[src/rtl/clock_monitor.sv]
// Measures the period of an asynchronous monitored clock in clk cycles, reporting lock and stall.
// Optional high-phase measurement is enabled with the CLK_MON_HIGH_TIME_EN macro.
module clock_monitor #(
  parameter int CNT_W   = 21,
  parameter int TIMEOUT = 1000000,
  parameter int TOL     = 1,
  parameter int LOCK_N  = 4
) (
  input  logic             clk,
  input  logic             rst,
  input  logic             mon_clk,
  output logic [CNT_W-1:0] period,
  output logic             period_valid,
  output logic             locked,
  output logic             stall,
  output logic [15:0]      edge_cnt,
  output logic [CNT_W-1:0] high_time,
  output logic [1:0]       state_dbg
);
  typedef enum logic [1:0] {IDLE = 2'd0, MEASURE = 2'd1, LOCKED = 2'd2, STALLED = 2'd3} state_e;

  localparam int               ST_W      = $clog2(LOCK_N + 1);
  localparam logic [CNT_W-1:0] CNT_MAX   = '1;
  localparam logic [CNT_W-1:0] TIMEOUT_C = CNT_W'(TIMEOUT);
  localparam logic [ST_W-1:0]  LOCK_C    = ST_W'(LOCK_N);
  localparam logic [CNT_W:0]   TOL_C     = (CNT_W + 1)'(TOL);

  state_e           state_q, state_d;
  logic             sync1_q, sync1_d, sync2_q, sync2_d, prev_q, prev_d;
  logic [CNT_W-1:0] cnt_q, cnt_d, period_q, period_d, per_prev_q, per_prev_d;
  logic             pv_q, pv_d, locked_q, locked_d, stall_q, stall_d, first_q, first_d;
  logic [ST_W-1:0]  stable_q, stable_d;
  logic [15:0]      edge_q, edge_d;
  logic             rise;
  logic [CNT_W:0]   diff;
  logic             in_tol;

  always_comb begin
    sync1_d    = mon_clk;
    sync2_d    = sync1_q;
    prev_d     = sync2_q;
    rise       = sync2_q & ~prev_q;
    // Magnitude at CNT_W+1 bits so the subtraction never wraps.
    diff       = (cnt_q >= per_prev_q) ? ({1'b0, cnt_q} - {1'b0, per_prev_q})
                                       : ({1'b0, per_prev_q} - {1'b0, cnt_q});
    in_tol     = (diff <= TOL_C);
    state_d    = state_q;
    cnt_d      = cnt_q;
    period_d   = period_q;
    per_prev_d = per_prev_q;
    pv_d       = 1'b0;
    locked_d   = locked_q;
    stall_d    = stall_q;
    stable_d   = stable_q;
    first_d    = first_q;
    edge_d     = rise ? edge_q + 16'd1 : edge_q;
    case (state_q)
      IDLE: begin
        if (rise) begin
          cnt_d   = {{(CNT_W-1){1'b0}}, 1'b1};
          first_d = 1'b1;
          state_d = MEASURE;
        end
      end
      MEASURE, LOCKED: begin
        if (rise) begin
          cnt_d      = {{(CNT_W-1){1'b0}}, 1'b1};
          period_d   = cnt_q;
          per_prev_d = cnt_q;
          pv_d       = 1'b1;
          if (first_q) begin
            first_d  = 1'b0;
            stable_d = '0;
          end else if (in_tol) begin
            stable_d = (stable_q == LOCK_C) ? stable_q : stable_q + 1'b1;
          end else begin
            stable_d = '0;
          end
          if (state_q == MEASURE && stable_d == LOCK_C) begin
            locked_d = 1'b1;
            state_d  = LOCKED;
          end else if (state_q == LOCKED && !in_tol) begin
            locked_d = 1'b0;
            state_d  = MEASURE;
          end
        end else if (cnt_q >= TIMEOUT_C) begin
          stall_d  = 1'b1;
          locked_d = 1'b0;
          stable_d = '0;
          state_d  = STALLED;
        end else begin
          cnt_d = (cnt_q == CNT_MAX) ? cnt_q : cnt_q + 1'b1;
        end
      end
      STALLED: begin
        // The partial period ending at this edge is discarded.
        if (rise) begin
          stall_d = 1'b0;
          cnt_d   = {{(CNT_W-1){1'b0}}, 1'b1};
          first_d = 1'b1;
          state_d = MEASURE;
        end
      end
      default: state_d = IDLE;
    endcase
  end

  always_ff @(posedge clk or negedge rst) begin
    if (!rst) begin
      state_q    <= IDLE;
      sync1_q    <= 1'b0;
      sync2_q    <= 1'b0;
      prev_q     <= 1'b0;
      cnt_q      <= '0;
      period_q   <= '0;
      per_prev_q <= '0;
      pv_q       <= 1'b0;
      locked_q   <= 1'b0;
      stall_q    <= 1'b0;
      stable_q   <= '0;
      first_q    <= 1'b0;
      edge_q     <= '0;
    end else begin
      state_q    <= state_d;
      sync1_q    <= sync1_d;
      sync2_q    <= sync2_d;
      prev_q     <= prev_d;
      cnt_q      <= cnt_d;
      period_q   <= period_d;
      per_prev_q <= per_prev_d;
      pv_q       <= pv_d;
      locked_q   <= locked_d;
      stall_q    <= stall_d;
      stable_q   <= stable_d;
      first_q    <= first_d;
      edge_q     <= edge_d;
    end
  end

  assign period       = period_q;
  assign period_valid = pv_q;
  assign locked       = locked_q;
  assign stall        = stall_q;
  assign edge_cnt     = edge_q;
  assign state_dbg    = state_q;

`ifdef CLK_MON_HIGH_TIME_EN
  logic [CNT_W-1:0] hcnt_q, hcnt_d, hlat_q, hlat_d, high_q, high_d;
  logic             fall;

  // High phase is latched on the falling edge, published with the next period.
  always_comb begin
    fall   = ~sync2_q & prev_q;
    hcnt_d = hcnt_q;
    if (rise) hcnt_d = {{(CNT_W-1){1'b0}}, 1'b1};
    else if (sync2_q && hcnt_q != CNT_MAX) hcnt_d = hcnt_q + 1'b1;
    hlat_d = fall ? hcnt_q : hlat_q;
    high_d = high_q;
    if (rise && (state_q == MEASURE || state_q == LOCKED)) high_d = hlat_q;
  end

  always_ff @(posedge clk or negedge rst) begin
    if (!rst) begin
      hcnt_q <= '0;
      hlat_q <= '0;
      high_q <= '0;
    end else begin
      hcnt_q <= hcnt_d;
      hlat_q <= hlat_d;
      high_q <= high_d;
    end
  end

  assign high_time = high_q;
`else
  assign high_time = '0;
`endif
endmodule

[config.mk]
export PLATFORM = sky130hd
export DESIGN_NAME = clock_monitor
export DESIGN_NICKNAME = d
export VERILOG_FILES = /design/src/rtl/clock_monitor.sv
export SDC_FILE = /design/constraint.sdc
export NUM_CORES = 1
export LEC_CHECK = 0
export CAP_MARGIN = 0
export CORE_ASPECT_RATIO = 0.6
export CORE_MARGIN = 1.5
export CORE_UTILIZATION = 60
export CTS_CLUSTER_DIAMETER = 120
export DETAILED_ROUTE_END_ITERATION = 7
export MAX_ROUTING_LAYER = met4
export PLACE_DENSITY = 0.82
export SLEW_MARGIN = 20
export SYNTH_ARGS = -nofsm -noshare
export SYNTH_HDL_FRONTEND = slang
export SYNTH_SLANG_ARGS = --single-unit
[constraint.sdc]
create_clock -name clk -period 7.1 [get_ports clk]
set_clock_uncertainty 0.05 [all_clocks]
set_input_delay 1.42 -clock clk [delete_from_list [all_inputs] [get_ports clk]]
set_output_delay 1.42 -clock clk [all_outputs]
set_load 0.02 [all_outputs]
==> metrics.md, run 1 <==
| Metric | Value |
|---|---|
| Sequential area share after synthesis | `29.7%` |
| Critical Path End Type | `register` |
| Sequential fraction of design power | `about a fifth` |
| Worst-path clk slew | `~0.060 ns` |
| Vias per cell | `around 6.4` |
| Final Instance Area | `0.00662 mm²` |
| Synth area leader | `dfrtp_1` |
| Routability Congestion | `1.01` |
| Synth Register Bits | `70` |
| Residual DRC | `0` |
| Final setup viols | `0` |
| Logic pwr share | `60.8%` |
| Outcome | `complete, no violations` |
| Num ports | `66` |
| Antenna violations before repair | `0` |
| Global-route wire length before repair | `29000 µm` |
| RSZ-0062 raised after global routing | `no` |
| Setup slack after layout | `2.53 ns` |
| Synth top area cells | `dfrtp_1 (30%), ha_1 (11%), xnor2_1 (5.6%)` |
| Row count | `27` |
| Static Leakage | `0.00308 µW` |
| Mapped Area | `0.00590 mm²` |
| Area growth, synth to finish | `12.1%` |
| Post-CTS Setup Bufs | `0` |
| Drt wl/cell | `20.9 µm` |
| Storage element area | `~0.0018 mm²` |
| Die width | `131 µm` |
| Startpoint Class | `register` |
| Post-DP HPWL | `around 14000 µm` |
| Worst slew margin | `a little under two fifths` |
| Net switching power | `1160 µW` |
| Cts repair resizes | `0` |
| Multi-input gate area | `0.00370 mm²` |
| # diodes | `0` |
| Via count | `roughly 5600` |
| Nets@finish | `790` |
| Pre-CTS setup slack | `around 2.8 ns` |
| Slew @ Worst Pin | `about 0.90 ns` |
| Initial Util | `63.1%` |
| Clock sinks | `70` |
| Slew Limit Fails | `0` |
| Fin. Hold Viols | `0` |
| Hold-fix buffers, CTS | `0` |
| Pint | `1330 µW` |
| Max Fclk | `0.219 GHz` |
| Die Footprint | `0.0105 mm²` |
| Number of iterations in the first detailed-routing pass | `5` |
| Grt ovf | `0` |
| CP Max Fanout | `19` |
| Post-layout min period | `about 4.6 ns` |
| Max-cap violation count | `0` |
| Clock root buffer | `clkbuf_16` |
| Pwr Density | `377 mW/mm²` |
| Worst endpoint required time | `about 7.3 ns` |
| Fin crit share | `64.4%` |
| Synth async-reset ratio | `100%` |
| TNS Setup | `0 ns` |
| CTS tree | `built` |
| Syn_area_per_cell | `8.31 µm²` |
| Mapped Cells | `710` |
| Clock Tree Buf Depth | `2` |
| H-tree depth | `3` |
| Clk_lat worst skew | `0.34 ns` |
| Height of the die | `79.8 µm` |
| Total Routed Length | `18200 µm` |
| Synth Flop Type | `dfrtp_1` |
| Critical path class | `reg2reg` |
| PortBufs | `44` |
| Num CTS Buffers | `9` |
| Post-route antenna net violation count | `0` |
| Vias in the first global route | `5200` |
| Largest net degree at the start of global routing | `71` |
| Max VDD drop | `between 0.2 and 0.3 mV` |
| Clock Power Share | `20.0%` |
| Switching Share | `46.6%` |
| Gr usage total | `between 30% and 40%` |
| EDFF count, synth | `0` |
| Top-area cell type share of the netlist area | `29.7%` |
| Synth warn | `0` |
| Min-Delay Path Class | `reg2reg` |
| CORE AREA | `0.00936 mm²` |
| 1st-iter DRT viols | `~580` |
| Worst Path Arrival | `4.74 ns` |
| Layout cells sized above 1 | `5.81%` |
| Fillers | `712` |
| Post-synth cell types | `80` |
| Placed cell area | `0.00630 mm²` |
## logic make-up (layout without fill, tap and decap cells)
family	Yosys count	count (layout)	synth area share, %
buffers and inverters	113	123	8.88
AND/OR/NAND/NOR	237	237	20.1
adder cells (fa/ha/maj)	52	52	11.3
flip-flops	70	70	29.7
XOR/XNOR	45	45	6.68
multiplexers	8	8	1.38
AO/OA/AOI/OAI	184	184	22.0
other	1	21	0.0635
## per-layer routing
metal / track usage, % / routed length, µm / up-vias
li1: - / - / 2503
met2: 51.7 / 7480 / 377
met3: 11.3 / 2330 / 27
met1: 55.9 / 8140 / 2696
met4: 8.57 / 244 / 0
met5: - / 0 / -
## path summary, 6_finish.rpt
check / startpoint / end / slack (ns) / cells after the start
setup / recovery: per_prev_q[4] / state_dbg[0] / 2.53 / 12
hold / removal: sync1_q / prev_d / 0.30 / 0
setup reg to reg: per_prev_q[4] / state_dbg[0] / 2.53 / 12
hold reg to reg: sync1_q / prev_d / 0.30 / 0
max in group asynchronous: rst / period_valid / 5.25 / 1
min in group asynchronous: rst / cnt_q[3] / 1.16 / 1
## critical path, cell delays in order, from the launching register on
cell and delay, ns:
dfrtp_1 0.40, inv_1 0.09, ha_1 0.52, nand3_2 0.24, o221ai_2 0.55, a211oi_2 0.25, o211ai_4 0.61, o221ai_1 0.24
o22ai_1 0.20, xor2_1 0.32, nand4_2 0.25, or4_1 0.58, o2bb2ai_1 0.14
## stage by stage
step / power [µW] / instances / utilization [%] / hold slack (ns)
6_report: 2500 / 870 / 70.7 / 0.298
5_1_grt: 2600 / 870 / 70.7 / 0.303
3_3_place_gp: 1910 / 854 / 67.3 / 0.283
2_1_floorplan: 1550 / 730 / - / 0.281
4_1_cts: 2430 / 870 / 70.7 / 0.298
3_5_place_dp: 1920 / 854 / 67.3 / 0.286
## area by class of cell
class                      count  area share, %
clock buffer                  10           3.46
clock inverter                 6           1.42
inverter                      62           3.52
multi-input combinational    547           56.0
sequential                    70           26.5
tap                          130           2.46
timing repair buffer          45           6.73
## Yosys cell counts (3+ instances only)
library cell / count
dfrtp_1: 70
nand2_1: 66
inv_1: 60
nor2_1: 57
ha_1: 50
a21oi_1: 45
o21ai_0: 42
xnor2_1: 38
a21o_1: 26
nand3_1: 26
clkbuf_1: 23
buf_4: 21
nand4_1: 17
nor3_1: 13
and3_1: 9
nand2b_1: 9
nor4_1: 9
mux2i_1: 7
o21bai_1: 7
xor2_1: 7
and4_1: 5
buf_2: 5
o22ai_1: 5
and2_1: 4
nand3b_1: 4
nor2b_1: 4
o21a_1: 4
o31ai_1: 4
a211o_1: 3
a211oi_1: 3
a21oi_2: 3
a221o_1: 3
a31oi_1: 3
o2111ai_1: 3
## power groups by stage
stage                     combinational [µW]  sequential (µW)  clock [µW]
final                                   1520              481         499
after CTS                               1450              480         503
after global routing                    1590              487         517
after floorplan                         1050              502           0
after global placement                  1430              482           0
after detailed placement                1430              485           0
## cells in the final DEF (no fill, tap or decap), types with 4 or more instances in the layout
cell	n
dfrtp_1	70
nand2_1	66
inv_1	60
nor2_1	57
ha_1	50
a21oi_1	45
clkdlybuf4s50_1	43
o21ai_0	42
xnor2_1	38
nand3_1	26
a21o_1	26
conb_1	21
nand4_1	17
nor3_1	13
nand2b_1	9
nor4_1	9
and3_1	9
clkbuf_16	9
o21bai_1	7
xor2_1	7
mux2i_1	7
and4_1	5
o22ai_1	5
o31ai_1	4
o21a_1	4
and2_1	4
nand3b_1	4
## state kept, by name, summed over array words and instances, names as in the netlist
register,count
period_valid,1
cnt_q,21
per_prev_q,21
stall,1
stable_q,3
state_dbg,2
locked,1
edge_cnt,16
prev_q,1
first_q,1
sync1_q,1
prev_d,1
Power figures use the tool's default switching activity.
==> run 2: changes to the inputs <==
--- a/config.mk
+++ b/config.mk
@@ -8,11 +8,11 @@
 export CAP_MARGIN = 0
 export CORE_ASPECT_RATIO = 0.6
 export CORE_MARGIN = 1.5
-export CORE_UTILIZATION = 60
+export CORE_UTILIZATION = 58
 export CTS_CLUSTER_DIAMETER = 120
 export DETAILED_ROUTE_END_ITERATION = 7
 export MAX_ROUTING_LAYER = met4
-export PLACE_DENSITY = 0.82
+export PLACE_DENSITY = 0.8
 export SLEW_MARGIN = 20
 export SYNTH_ARGS = -nofsm -noshare
 export SYNTH_HDL_FRONTEND = slang
==> constraint.sdc (replaced) <==
create_clock -name clk -period 4.7 [get_ports clk]
set_clock_uncertainty 0.05 [all_clocks]
set_input_delay 0.94 -clock clk [delete_from_list [all_inputs] [get_ports clk]]
set_output_delay 0.94 -clock clk [all_outputs]
set_load 0.02 [all_outputs]
==> run 2 against run 1 <==
Maximum frequency increased by 7.0%. Wire length decreased by 2.9%. Utilization decreased by 3.3 points. Via count decreased by 0.93%. Die area increased by 3.3%. Worst hold slack improved by 0.019 ns. Clock-buffer cell count decreased by 1. Critical path type unchanged. Largest power group unchanged.
==> metrics.md, run 2 (synthesized netlist as in run 1, its figures left out) <==
| Metric | Value |
|---|---|
| Critical path class | `reg2reg` |
| H-tree depth | `3` |
| Finished Core Util | `67.4%` |
| Row count | `28` |
| Min-delay src | `sync1_q` |
| Die width | `133 µm` |
| Fin. Hold Viols | `0` |
| Commonest cells after routing, fill and taps aside | `dfrtp_1 (70), nand2_1 (66), inv_1 (60), nor2_1 (57), ha_1 (50)` |
| Worst stage delay on the critical path | `0.62 ns` |
| Max-cap violation count | `0` |
| Switching Share | `between 40% and 50%` |
| Worst reg-to-reg path cell count | `11` |
| Hold-fix buffers, CTS | `0` |
| Reg2reg end | `state_dbg[0]` |
| Crit-path cells | `ha_1 -> a21oi_1 -> o21ai_0 -> a211oi_2 -> o211ai_4 -> o221ai_1 -> o22ai_1 -> xor2_1 -> nand4_2 -> or4_1 -> o2bb2ai_1` |
| CORE AREA | `between 0.009 and 0.01 mm²` |
| Static Leakage | `0.00310 µW` |
| Critical Path End Type | `register` |
| Max Fclk | `0.234 GHz` |
| Initial Util | `59.7%` |
| Worst slew margin | `31.6%` |
| Height of the die | `81.1 µm` |
| Vias per cell | `6.30` |
| Largest net degree at the start of global routing | `between 70 and 80` |
| Antenna violations before repair | `0` |
| Pre-CTS setup slack | `~0.61 ns` |
| Pwr Density | `562 mW/mm²` |
| Post-layout min period | `4.27 ns` |
| Hold EP | `prev_d` |
| Total Routed Length | `17700 µm` |
| R2R Path Start | `cnt_q[7]` |
| Vias in the first global route | `5058` |
| Cts repair resizes | `0` |
| Global-route wire length before repair | `between 20000 and 30000 µm` |
| Clock root buffer | `clkbuf_16` |
| Post-route antenna net violation count | `0` |
| 1st-iter DRT viols | `660` |
| Area growth, synth to finish | `12.8%` |
| RSZ-0062 raised after global routing | `no` |
| PortBufs | `44` |
| TNS Setup | `0 ns` |
| # diodes | `0` |
| Clock sinks | `70` |
| Worst endpoint required time | `around 4.9 ns` |
| Setup slack after layout | `0.430 ns` |
| Layout cells sized above 1 | `6.70%` |
| Die Footprint | `between 0.01 and 0.015 mm²` |
| Net switching power | `1750 µW` |
| Min-Delay Path Class | `reg2reg` |
| Number of iterations in the first detailed-routing pass | `8` |
| Startpoint Class | `register` |
| Outcome | `complete, no violations` |
| Nets@finish | `between 700 and 800` |
| Flop2flop setup slack | `0.43 ns` |
| Via count | `roughly 5600` |
| Most common cell after layout, fill and taps aside | `dfrtp_1` |
| Grt ovf | `0` |
| Final setup viols | `0` |
| CP Max Fanout | `19` |
| Clock Tree Buf Depth | `2` |
| Num ports | `66` |
| Pint | `~2000 µW` |
| Slew @ Worst Pin | `1.00 ns` |
| Max VDD drop | `~0.32 mV` |
| Worst Path Arrival | `4.44 ns` |
| Gr usage total | `between 30% and 40%` |
| Post-CTS Setup Bufs | `0` |
| Logic pwr share | `60.7%` |
| Clock Power Share | `19.9%` |
| Num CTS Buffers | `9` |
| Hold path cells | `0` |
| Post-DP HPWL | `13300 µm` |
| Worst-path clk slew | `0.07 ns` |
| Drt wl/cell | `around 20 µm` |
| Slowest cell on crit path | `ha_1` |
| Routability Congestion | `1.02` |
| CTS tree | `built` |
| Clk_lat worst skew | `0.34 ns` |
| Sequential fraction of design power | `19.4%` |
| Residual DRC | `0` |
| Slew Limit Fails | `0` |
| Fin crit share | `90.8%` |
==> run 2: power by group through the flow <==
stage	Combinational [µW]	Sequential [µW]	Clock [µW]
after floorplan	1580	758	0
after global placement	2180	728	0
after detailed placement	2160	733	0
after CTS	2180	723	748
after global routing	2410	733	771
final	2270	724	745
==> run 2: worst max path at each step <==
stage                   from  slack, ns  depth (start not counted)      endpoint
2_1_floorplan  per_prev_q[0]       0.99                         14  state_dbg[0]
3_3_place_gp        cnt_q[0]       0.72                         14  state_dbg[0]
3_5_place_dp        cnt_q[0]       0.61                         14   stable_q[1]
4_1_cts             cnt_q[0]       0.58                         14   stable_q[1]
5_1_grt             cnt_q[7]       0.17                         11  state_dbg[0]
6_report            cnt_q[7]       0.43                         11  state_dbg[0]
==> run 2: final cells by class <==
| cell class | count | area, µm² |
|---|---|---|
| sequential | 70 | 1750 |
| multi-input combinational | 547 | 3700 |
| fill | 806 | 3220 |
| clock inverter | 7 | 86.3 |
| clock buffer | 9 | 225 |
| timing repair buffer | 51 | 490 |
| inverter | 62 | 233 |
| tap | 135 | 169 |
==> run 2: layer usage <==
layer / track usage, % / part of all wire [%] / vias to the layer above
met5: - / 0 / -
met4: 6.30 / 1.1 / 0
met3: 11.0 / 12 / 18
met2: 48.1 / 40 / 294
met1: 49.1 / 47 / 2726
li1: - / - / 2513
==> run 2: critical path, delay by kind of cell, from the launching register on <==
kind	cells	cell delay [ns]
and+or+nand+nor	2	0.80
xor gates and xnor gates	1	0.21
DFF	1	0.45
AOI/OAI and AO/OA	7	2.02
adders and majority gates	1	0.62
==> run 2: metrics by stage <==
step / instances / hold WS [ns] / total power (µW) / area (µm²)
3_3_place_gp: 865 / 0.285 / 2910 / 6350
5_1_grt: 881 / 0.316 / 3910 / 6660
6_report: 881 / 0.317 / 3740 / 6660
4_1_cts: 881 / 0.317 / 3660 / 6660
2_1_floorplan: 730 / 0.281 / 2340 / 5980
3_5_place_dp: 865 / 0.302 / 2900 / 6350
==> run 3: changes to the inputs <==
--- a/config.mk
+++ b/config.mk
@@ -12,7 +12,7 @@
 export CTS_CLUSTER_DIAMETER = 120
 export DETAILED_ROUTE_END_ITERATION = 7
 export MAX_ROUTING_LAYER = met4
-export PLACE_DENSITY = 0.8
+export PLACE_DENSITY = 0.93
 export SLEW_MARGIN = 20
 export SYNTH_ARGS = -nofsm -noshare
 export SYNTH_HDL_FRONTEND = slang
==> run 3 against run 2 <==
Flip-flop and latch count unchanged. Sequential power grew 1%. Critical path depth grew 3. Die area unchanged. Clock power rose by 4.7%. Clock-buffer cell count is the same. Register-to-register slack worse by 0.13 ns. Total power is 3.0% higher. Global-route usage grew 1.3 points. Critical path type unchanged. Largest cell class unchanged. Highest routed layer unchanged.
==> metrics.md, run 3 (synthesized netlist as in run 1, its figures left out) <==
| Metric | Value |
|---|---|
| Total Routed Length | `18200 µm` |
| Grt ovf | `0` |
| Initial Util | `59.7%` |
| Post-DP HPWL | `13400 µm` |
| Multi-input gate area | `0.00370 mm²` |
| Storage element area | `0.00175 mm²` |
| Num ports | `66` |
| Pwr Density | `576 mW/mm²` |
| RSZ-0062 raised after global routing | `no` |
| Clock root buffer | `clkbuf_16` |
| Global-route wire length before repair | `28600 µm` |
| Setup slack after layout | `0.305 ns` |
| Num CTS Buffers | `9` |
| Final setup viols | `0` |
| Startpoint Class | `register` |
| Slew Limit Fails | `0` |
| Max Fclk | `0.228 GHz` |
| Via count | `5577` |
| Routability Congestion | `1.02` |
| Clock Tree Buf Depth | `2` |
| Die width | `133 µm` |
| Residual DRC | `0` |
| Commonest cells after routing, fill and taps aside | `dfrtp_1 (70), nand2_1 (66), inv_1 (60), nor2_1 (57), ha_1 (50)` |
| CP Max Fanout | `19` |
| Die Footprint | `0.0108 mm²` |
| Outcome | `complete, no violations` |
| # diodes | `0` |
| Height of the die | `81.1 µm` |
| Most common cell after layout, fill and taps aside | `dfrtp_1` |
| Post-route antenna net violation count | `0` |
| Static Leakage | `0.00312 µW` |
| Worst Path Arrival | `roughly 4.6 ns` |
| Number of iterations in the first detailed-routing pass | `5` |
| Layout cells sized above 1 | `6.95%` |
| 1st-iter DRT viols | `729` |
| Min-Delay Path Class | `reg2reg` |
| Pre-CTS setup slack | `0.553 ns` |
| CORE AREA | `a little under 0.01 mm²` |
| Antenna violations before repair | `0` |
| Vias in the first global route | `5226` |
| Post-layout min period | `4.40 ns` |
| Gr usage total | `between 30% and 40%` |
| Drt wl/cell | `20.6 µm` |
| Fillers | `786` |
| Clock sinks | `70` |
| PortBufs | `44` |
| Worst-path clk slew | `about 0.060 ns` |
| Clk_lat worst skew | `between 0.3 and 0.4 ns` |
| Row count | `28` |
| Nets@finish | `around 800` |
| Cts repair resizes | `0` |
| Critical path class | `reg2reg` |
| Critical Path End Type | `register` |
| H-tree depth | `3` |
| Worst endpoint required time | `4.88 ns` |
| Area growth, synth to finish | `13.4%` |
| Slew @ Worst Pin | `1.20 ns` |
| Worst slew margin | `17.7%` |
| Hold-fix buffers, CTS | `0` |
| TNS Setup | `0 ns` |
| Vias per cell | `6.32` |
| Max-cap violation count | `0` |
| Fin crit share | `between 90% and 100%` |
| CTS tree | `built` |
| Largest net degree at the start of global routing | `55` |
| Max VDD drop | `0.431 mV` |
| Fin. Hold Viols | `0` |
| Post-CTS Setup Bufs | `0` |
==> run 3: cell count changes in the layout (fill, tap and decap cells not counted), sizes merged <==
cell    before  now
buf          8   10
inv         67   64
bufinv       1    2
clkinv       0    2
==> run 3: routing by layer <==
layer  wire, µm  track usage, %
met1       8110            48.4
met2       7540            50.9
met3       2210            13.0
met4        330            8.59
met5          0               -
==> run 3: area by class of cell <==
cell class / count / share of cell area, %
Clock buffer: 9 / 3.37
Inverter: 62 / 3.48
Sequential cell: 70 / 26.2
Clock inverter: 7 / 1.57
Multi-Input combinational cell: 547 / 55.4
Timing Repair Buffer: 53 / 7.52
Tap cell: 135 / 2.52
==> run 3: critical path: stages, from the launching register on <==
cell and delay (ns):
dfrtp_1 0.49, inv_1 0.12, ha_1 0.22, inv_1 0.08, fa_1 0.24, a21oi_1 0.13, o221ai_2 0.32, a211oi_2 0.18
o211ai_4 0.61, o221ai_1 0.26, o22ai_1 0.21, xor2_1 0.32, nand4_2 0.29, or4_1 0.60, o2bb2ai_1 0.14
==> run 3: per-stage QoR <==
step	power, µW	instances	cell area, µm²	utilization (%)	hold slack [ns]
after floorplan	2340	730	5980	-	0.281
after global placement	2920	867	6360	64.4	0.284
after detailed placement	2940	867	6360	64.4	0.285
after CTS	3750	883	6690	67.7	0.299
after global routing	4040	883	6690	67.7	0.303
final	3850	883	6690	67.7	0.298
==> run 3: final timing paths <==
| check | startpoint | to | slack (ns) | depth (start not counted) |
|---|---|---|---|---|
| setup reg to reg | cnt_q[0] | state_dbg[0] | 0.30 | 14 |
| setup / recovery | cnt_q[0] | state_dbg[0] | 0.30 | 14 |
| min in group asynchronous | rst | per_prev_q[18] | 0.47 | 1 |
| max in group asynchronous | rst | first_q | 3.08 | 2 |
| hold / removal | sync1_q | prev_d | 0.30 | 0 |
| hold reg to reg | sync1_q | prev_d | 0.30 | 0 |
==> run 3: report_power, final <==
part | switching, µW | internal, µW
Clock | 307 | 473
Combinational | 1430 | 909
Sequential | 81.4 | 652
